<file path="src/rtl/arm_pkg.sv">
// Shared ARM definitions: condition-code encodings and flag bit positions
// within the {N,Z,C,V} flag register.
package arm_pkg;

    typedef enum logic [3:0] {
        COND_EQ = 4'b0000,
        COND_NE = 4'b0001,
        COND_CS = 4'b0010,
        COND_CC = 4'b0011,
        COND_MI = 4'b0100,
        COND_PL = 4'b0101,
        COND_VS = 4'b0110,
        COND_VC = 4'b0111,
        COND_HI = 4'b1000,
        COND_LS = 4'b1001,
        COND_GE = 4'b1010,
        COND_LT = 4'b1011,
        COND_GT = 4'b1100,
        COND_LE = 4'b1101,
        COND_AL = 4'b1110,
        COND_NV = 4'b1111
    } cond_t;

    localparam int FLAG_N = 3;
    localparam int FLAG_Z = 2;
    localparam int FLAG_C = 1;
    localparam int FLAG_V = 0;

endpackage

</file>
<file path="src/rtl/cond_check.sv">
// Combinational ARM condition evaluation of a 4-bit condition field against
// the {N,Z,C,V} flags.
module cond_check
    import arm_pkg::*;
(
    input  logic [3:0] cond,
    input  logic [3:0] flags,
    output logic       pass
);

    logic n, z, c, v;

    assign n = flags[FLAG_N];
    assign z = flags[FLAG_Z];
    assign c = flags[FLAG_C];
    assign v = flags[FLAG_V];

    always_comb begin
        pass = 1'b1;
        case (cond_t'(cond))
            COND_EQ: pass = z;
            COND_NE: pass = !z;
            COND_CS: pass = c;
            COND_CC: pass = !c;
            COND_MI: pass = n;
            COND_PL: pass = !n;
            COND_VS: pass = v;
            COND_VC: pass = !v;
            COND_HI: pass = c & !z;
            COND_LS: pass = !c | z;
            COND_GE: pass = (n == v);
            COND_LT: pass = (n != v);
            COND_GT: pass = !z & (n == v);
            COND_LE: pass = z | (n != v);
            default: pass = 1'b1;
        endcase
    end

endmodule

</file>
<file path="src/rtl/cond_unit.sv">
// Conditional-execution unit: latches the condition result, owns the flag
// register and gates write enables. Optional macro COND_FLAG_FWD_EN forwards
// same-cycle flag updates into the condition evaluation.
module cond_unit
    import arm_pkg::*;
(
    input  logic       clk,
    input  logic       reset,
    input  logic [3:0] cond,
    input  logic [3:0] alu_flags,
    input  logic [1:0] flag_w,
    input  logic       pcs,
    input  logic       reg_w,
    input  logic       mem_w,
    input  logic       no_write,
    input  logic       next_pc,
    input  logic       cond_latch,
    input  logic       flag_en,
    output logic       pc_write,
    output logic       reg_write,
    output logic       mem_write,
    output logic [3:0] flags,
    output logic       cond_ex
);

    logic       wr_nz;
    logic       wr_cv;
    logic [3:0] flags_nxt;
    logic [3:0] eval_flags;
    logic       pass;

    assign wr_nz = flag_en & cond_ex & flag_w[1];
    assign wr_cv = flag_en & cond_ex & flag_w[0];

    assign flags_nxt[FLAG_N] = wr_nz ? alu_flags[FLAG_N] : flags[FLAG_N];
    assign flags_nxt[FLAG_Z] = wr_nz ? alu_flags[FLAG_Z] : flags[FLAG_Z];
    assign flags_nxt[FLAG_C] = wr_cv ? alu_flags[FLAG_C] : flags[FLAG_C];
    assign flags_nxt[FLAG_V] = wr_cv ? alu_flags[FLAG_V] : flags[FLAG_V];

`ifdef COND_FLAG_FWD_EN
    assign eval_flags = flags_nxt;
`else
    assign eval_flags = flags;
`endif

    cond_check u_cond_check (
        .cond  (cond),
        .flags (eval_flags),
        .pass  (pass)
    );

    // state: flag register and latched condition result
    always_ff @(posedge clk or negedge reset) begin
        if (!reset) begin
            flags   <= 4'b0000;
            cond_ex <= 1'b0;
        end else begin
            flags <= flags_nxt;
            if (cond_latch)
                cond_ex <= pass;
        end
    end

    // cond_ex clears asynchronously in reset, so the gating below also covers it
    assign pc_write  = (pcs & cond_ex) | next_pc;
    assign reg_write = reg_w & cond_ex & !no_write;
    assign mem_write = mem_w & cond_ex;

endmodule

</file>
<file path="config.mk">
export PLATFORM = sky130hd
export DESIGN_NAME = cond_unit
export DESIGN_NICKNAME = d
export VERILOG_FILES = /design/src/rtl/arm_pkg.sv /design/src/rtl/cond_check.sv /design/src/rtl/cond_unit.sv
export SDC_FILE = /design/constraint.sdc
export NUM_CORES = 1
export LEC_CHECK = 0
export ABC_AREA = 1
export CORE_AREA = 2 2 39 41
export CTS_BUF_LIST = sky130_fd_sc_hd__clkbuf_16
export DETAILED_ROUTE_END_ITERATION = 10
export DIE_AREA = 0 0 41 43
export HOLD_SLACK_MARGIN = 0.06
export PLACE_DENSITY = 0.74
export SETUP_SLACK_MARGIN = 0.3
export SKIP_CTS_REPAIR_TIMING = 1
export SYNTH_ARGS = -nofsm -noshare
export SYNTH_HDL_FRONTEND = slang
export SYNTH_HIERARCHICAL = 1
export SYNTH_SLANG_ARGS = --single-unit
export TNS_END_PERCENT = 50
</file>
<file path="constraint.sdc">
create_clock -name clk -period 1.23 [get_ports clk]
set_input_delay 0.246 -clock clk [delete_from_list [all_inputs] [get_ports clk]]
set_output_delay 0.246 -clock clk [all_outputs]
set_load 0.1 [all_outputs]
</file>
==> summary.md, run 1 <==
| Metric | Value |
|---|---|
| Initial antenna violation count | 0 |
| Die area | ~0.0018 sq mm |
| I/O Buffers | 26 |
| Post-synth net total | 97 |
| Hold WC Path Type | in -> async |
| Die X | slightly above 40 microns |
| Seq/Total Area, Yosys | 0.277 |
| Worst Tran Pin Value | around 290 ps |
| Routed wire per std cell | 11.4 microns |
| Final Skew | 0.875 ps |
| First-iteration detailed-routing DRC count | 10 |
| Dpl hpwl | about 1100 microns |
| Reg-to-reg slack, setup | 0 ps |
| Core Footprint | roughly 0.0014 sq mm |
| Clock Path Buffers | 2 |
| Die H | about 43 microns |
| Layout cell share with drive strength beyond 1 | 0.333 |
| R2R Path End | cond_ex |
| Starting Density | 0.326 |
| Congestion Overflow GR | 0 |
| Clk sinks | 5 |
| Pwr/cell area | approximately 2200 mW/mm^2 |
| Crit. End Element | primary output |
| Worst Path Required | around 980 ps |
| Final setup viols | 6 |
| Status | finished, violations left |
| Ports | 27 |
| Worst Path Class, Setup | reg -> out |
| ANT cells | 0 |
| Critical register-to-register path startpoint | flags[0] |
| 1st-pass router iterations | 4 |
| #FFs+latches synth | 5 |
| Root Driver | clkbuf_16 |
| Cell count after synthesis | 78 |
| Final setup margin | -152 ps |
| Ys Warns | 6 |
| CTS H-tree lvls | 1 |
| Max-slew headroom | 0.807 |
| Via density | between 5 and 6 |
| Critical path arrival | between 1000 and 1500 ps |
| Final slew viol count | 0 |
| CTS tree | built |
| Placed Cells | around 120 |
| DR vias | between 600 and 700 |
| Gr usage total | 0.192 |
| WL final | between 1000 and 1500 microns |
| Largest net degree at the start of global routing | 8 |
| CP Max Fanout | 6 |
| Tcrit/Tclk final | 1.12 |
| Netlist cell types | 13 |
| Mapped cell area | 452 sq um |
| Vias in the first global route | approximately 590 |
| Reg2reg path depth | 8 |
| Minimum clock period | around 1400 ps |
| Nature of the critical path startpoint | flip-flop |
| CP Launch Point | cond_ex |
| Final non-filler cell total | 127 |
| Max cap viols | 0 |
| Peak VDD IR | ~0.0016 V |
| Placer Congestion | between 0.7 and 0.8 |
| Syn Area/Cell | 5.79 sq um |
| CTS buffer count | 3 |
| First-pass GRT wire length | around 2200 microns |
| Antenna Violating Nets Remaining | 0 |
| Final-stage net count | 131 |
| Max Fclk | between 0.7 and 0.8 GHz |
| Clock Pin Slew Worst Setup and Hold Paths | ~30 ps |
| Drt drc | 0 |
| Worst-Skew Late Latency | between 200 and 250 ps |
| Area Overhead vs Synth | 120% |
| # rows | 14 |
| Setup TNS | -437 ps |
| Final Hold Viols | 0 |
| Unrepaired setup endpoints after global routing | true |
| Failing checks | setup timing |
| Leakage | 0.516 nW |
registers in the layout, summed over array words and instances (netlist names):
register / cells
cond_ex: 1
flags: 4
per-stage QoR:
stage	power (mW)	hold WS (ps)	setup WS [ps]	util	instance area [sq um]
floorplan	1.15	-49.6	-337	-	514
global placement	1.61	489	-327	0.637	882
detailed placement	1.63	486	-368	0.637	882
CTS	2.17	247	-170	0.694	961
global route	2.28	266	-169	0.718	993
finish	2.17	244	-152	0.718	993
critical path, cell delays in order, from the launching register on:
cell,delay [ps]
dfrtp_4,520
a21o_4,230
buf_12,160
synthesized netlist by cell type:
cell | count | area (sq um)
a21o_1 | 1 | 7.51
inv_2 | 1 | 3.75
nand2_1 | 30 | 113
buf_6 | 1 | 11.3
nand2_2 | 1 | 6.26
nor2_1 | 10 | 37.5
nand4_1 | 4 | 25.0
a21oi_1 | 4 | 20.0
nand3_2 | 2 | 20.0
nand3_1 | 8 | 40.0
inv_1 | 10 | 37.5
o21ai_1 | 1 | 5.00
dfrtp_1 | 5 | 125
how the worst max path moves through the flow:
| stage | depth (start not counted) | to |
|---|---|---|
| 6_report | 2 | pc_write |
| 5_1_grt | 2 | pc_write |
| 4_1_cts | 2 | pc_write |
| 3_3_place_gp | 10 | cond_ex |
| 2_1_floorplan | 3 | reg_write |
| 3_5_place_dp | 10 | cond_ex |
cell type report:
cell class	count	area (sq um)
clock buffer	3	75.1
timing repair buffer	30	389
clock inverter	1	3.75
sequential	5	144
multi-input combinational	61	317
tap	16	20.0
inverter	11	45.0
fill	107	390
cells by family (layout without fill, tap and decap cells):
family,Yosys count,count (layout),share of synthesized area
buffers and inverters,12,45,0.116
AO/OA/AOI/OAI,6,6,0.0720
AND/OR/NAND/NOR,55,55,0.535
flip-flops,5,5,0.277
placed cells by master (no fill, tap or decap):
master and n:
buf_12 8, clkdlybuf4s50_1 12, nand2_4 2, inv_2 5
o21ai_1 1, nand3_2 3, dlymetal6s2s_1 6, nand3_1 7
clkinvlp_4 1, a21oi_1 4, inv_1 6, nand2_1 25
nand2_2 4, buf_6 1, nand4_1 4, nor2_1 9
nor2_4 1, clkbuf_16 3, a21o_4 1, buf_4 3
dfrtp_4 5
metal layers:
layer,wire length (microns),part of all wire,global-route usage,up-vias
met2,773,0.53,0.313,32
met4,16,0.011,0.100,0
met3,144,0.099,0.0890,4
met1,514,0.35,0.190,285
met5,0,0,0,-
li1,-,-,-,316
report_power, final:
part	switching (mW)	leakage, nW	internal, mW	total, mW
sequential	0.130	0.0559	0.263	0.393
clock	0.102	0.0423	0.420	0.522
combinational	0.779	0.418	0.481	1.26
(Power assumes the default switching activity.)
==> run 2: changes to the inputs <==
--- a/config.mk
+++ b/config.mk
@@ -5,13 +5,13 @@
 export SDC_FILE = /design/constraint.sdc
 export NUM_CORES = 1
 export LEC_CHECK = 0
-export ABC_AREA = 1
 export CORE_AREA = 2 2 39 41
 export CTS_BUF_LIST = sky130_fd_sc_hd__clkbuf_16
+export CTS_CLUSTER_DIAMETER = 30
 export DETAILED_ROUTE_END_ITERATION = 10
 export DIE_AREA = 0 0 41 43
 export HOLD_SLACK_MARGIN = 0.06
-export PLACE_DENSITY = 0.74
+export PLACE_DENSITY = 0.68
 export SETUP_SLACK_MARGIN = 0.3
 export SKIP_CTS_REPAIR_TIMING = 1
 export SYNTH_ARGS = -nofsm -noshare
==> run 2 against run 1 <==
The run still ends with setup timing left. Flip-flop and latch count stayed put. Non-clock buffer count is 4 higher. Critical path depth is 3 higher. Total power is 34% higher. Critical path type is now reg -> reg. Cell count is 28% lower. Die area stayed put. Largest power group unchanged.
==> summary.md, run 2 <==
| Metric | Value |
|---|---|
| Die X | slightly above 40 microns |
| Top FF cell, synth | dfrtp_1 |
| Post-synth net total | 58 |
| Minimum clock period | 1540 ps |
| CP delay by family, top | flip-flops |
| Worst-Skew Late Latency | 230 ps |
| Drt drc | 0 |
| Gr usage total | 0.143 |
| Reg-to-reg slack, setup | -310 ps |
| Async set or reset register ratio after synthesis | 1.00 |
| Regs by FF count | flags x4, cond_ex x1 |
| Die area | 0.00176 sq mm |
| Vias in the first global route | 392 |
| Routed wire per std cell | ~12 microns |
| Max reg flops | 4 |
| #FFs+latches synth | 5 |
| Netlist cell types | 22 |
| Max cap viols | 0 |
| DR vias | approximately 430 |
| Failing checks | setup timing |
| CTS H-tree lvls | 1 |
| CP max-delay cell | dfrtp_4 |
| Hold WC Path Type | in -> async |
| Via density | around 4.6 |
| Layout cell share with drive strength beyond 1 | 0.474 |
| Max Fclk | around 0.65 GHz |
| Final setup viols | 7 |
| CP Max Fanout | 5 |
| Top reg by flops | flags |
| Setup TNS | -841 ps |
| First-pass GRT wire length | 1660 microns |
| Met2 Usage GRT | 0.200 |
| Worst Tran Pin Value | between 300 and 400 ps |
| Ports | 27 |
| Starting Density | 0.275 |
| Final-stage net count | 96 |
| Leakage | 0.436 nW |
| Max-slew headroom | 0.790 |
| Fill cells | 100 |
| Crit. End Element | flip-flop |
| Core Footprint | 0.00138 sq mm |
| WL final | about 1100 microns |
| Clk sinks | 5 |
| Critical path arrival | around 1600 ps |
| Cell count after synthesis | 39 |
| Cell taking the most area after synthesis | dfrtp_1 |
| Mapped cell area | around 380 sq um |
| Commonest non-fill, non-tap cell in the layout | clkdlybuf4s50_1 |
| Grt met1 use | 0.179 |
| Sum of buffers and inverters on the critical path | 0 |
| Synth top area cells | dfrtp_1 33%, mux2_1 12%, xnor2_1 9.2%, a21o_2 4.6%, nor3b_1 3.9% |
| Critical path's largest stage delay | around 500 ps |
| I/O Buffers | 26 |
| Worst Path Class, Setup | reg -> reg |
| Final slew viol count | 0 |
| Post-synth EDFFs | 0 |
| Clock Path Buffers | 2 |
| ANT cells | 0 |
| Die H | around 43 microns |
| Tcrit/Tclk final | 1.25 |
| Synth top area share | 0.329 |
| Final Core Density | 0.696 |
| Dpl hpwl | around 800 microns |
| Largest net degree at the start of global routing | 10 |
| Nature of the critical path startpoint | flip-flop |
| Root Driver | clkbuf_16 |
| Antenna Violating Nets Remaining | 0 |
| Pwr/cell area | ~3000 mW/mm^2 |
| Count leader, synth | dfrtp_1 |
| Most frequent cells in the layout | 13 x clkdlybuf4s50_1, 8 x buf_12, 5 x dfrtp_4, 5 x dlymetal6s2s_1, 5 x buf_4 |
| Area Overhead vs Synth | 153% |
| Peak VDD IR | 0.00180 V |
| Hold_ws | ~250 ps |
| CTS buffer count | 3 |
| # rows | 14 |
| CP cell instances | and3b_1 -> a22oi_2 -> xnor2_1 -> a211o_1 -> mux2_2 |
| 1st-pass router iterations | 2 |
| Final Hold Viols | 0 |
| Final Skew | roughly 1.3 ps |
| Placer Congestion | 0.666 |
| Final setup margin | -305 ps |
| CTS tree | built |
| Seq/Total Area, Yosys | 0.329 |
| Syn Area/Cell | between 9 and 10 sq um |
| Global routing usage on met3 | 0.0419 |
| Congestion Overflow GR | 0 |
| Initial antenna violation count | 0 |
| List of most frequent post-synthesis cells | 5 x dfrtp_1, 4 x mux2_1, 4 x xnor2_1 |
| Status | finished, violations left |
| Ys Warns | 6 |
| Most Used Layer, Global Route | met2 |
| Clock Pin Slew Worst Setup and Hold Paths | roughly 30 ps |
| DP Area | between 800 and 900 sq um |
| Worst Path Required | between 1000 and 1500 ps |
| Pre-CTS setup slack | -690 ps |
| First-iteration detailed-routing DRC count | 2 |
| Post-route design area | around 960 sq um |
| Unrepaired setup endpoints after global routing | true |
[run 2: per-layer routing]
metal | up-vias | wire length [microns]
met5 | - | 0
met4 | 0 | 8
met3 | 2 | 78
met2 | 16 | 517
met1 | 193 | 484
li1 | 215 | -
[run 2: worst paths after layout]
check	startpoint	endpoint	cells after the start
min in group clk	flag_en	flags[1]	3
max in group asynchronous	reset	flags[0]	1
worst max-delay path	flags[2]	cond_ex	5
worst min register to register	flags[2]	flags[2]	1
worst max register to register	flags[2]	cond_ex	5
worst min-delay path	reset	flags[3]	1
[run 2: final cells by class]
type	instances	area, sq um	share of cell area
Inverter	1	3.75	0.00390
Sequential cell	5	144	0.149
Clock inverter	1	3.75	0.00390
Tap cell	16	20.0	0.0208
Timing Repair Buffer	34	424	0.440
Clock buffer	3	75.1	0.0779
Multi-Input combinational cell	32	293	0.304
[run 2: through the flow]
stage          instances  power [mW]
2_1_floorplan         39        1.53
3_3_place_gp          86        2.28
3_5_place_dp          86        2.29
4_1_cts               90        2.83
5_1_grt               92        3.02
6_report              92        2.92
[run 2: power breakdown]
| part | internal, mW | switching (mW) |
|---|---|---|
| combinational | 0.866 | 1.08 |
| clock | 0.421 | 0.102 |
| sequential | 0.307 | 0.148 |
| total | 1.59 | 1.33 |
[run 2: worst reg2reg max path, cell delays in order (launching register included)]
cell	delay, ps
dfrtp_4	500
and3b_1	230
a22oi_2	60
xnor2_1	130
a211o_1	250
mux2_2	250
[run 2: kinds of logic (layout without fill, tap and decap cells)]
family                 Yosys count  count (layout)  synth area share
buffers and inverters            2              39            0.0230
AO/OA/AOI/OAI                    9               9             0.184
AND/OR/NAND/NOR                 13              13             0.197
multiplexers                     6               6             0.174
XOR/XNOR                         4               4            0.0921
flip-flops                       5               5             0.329
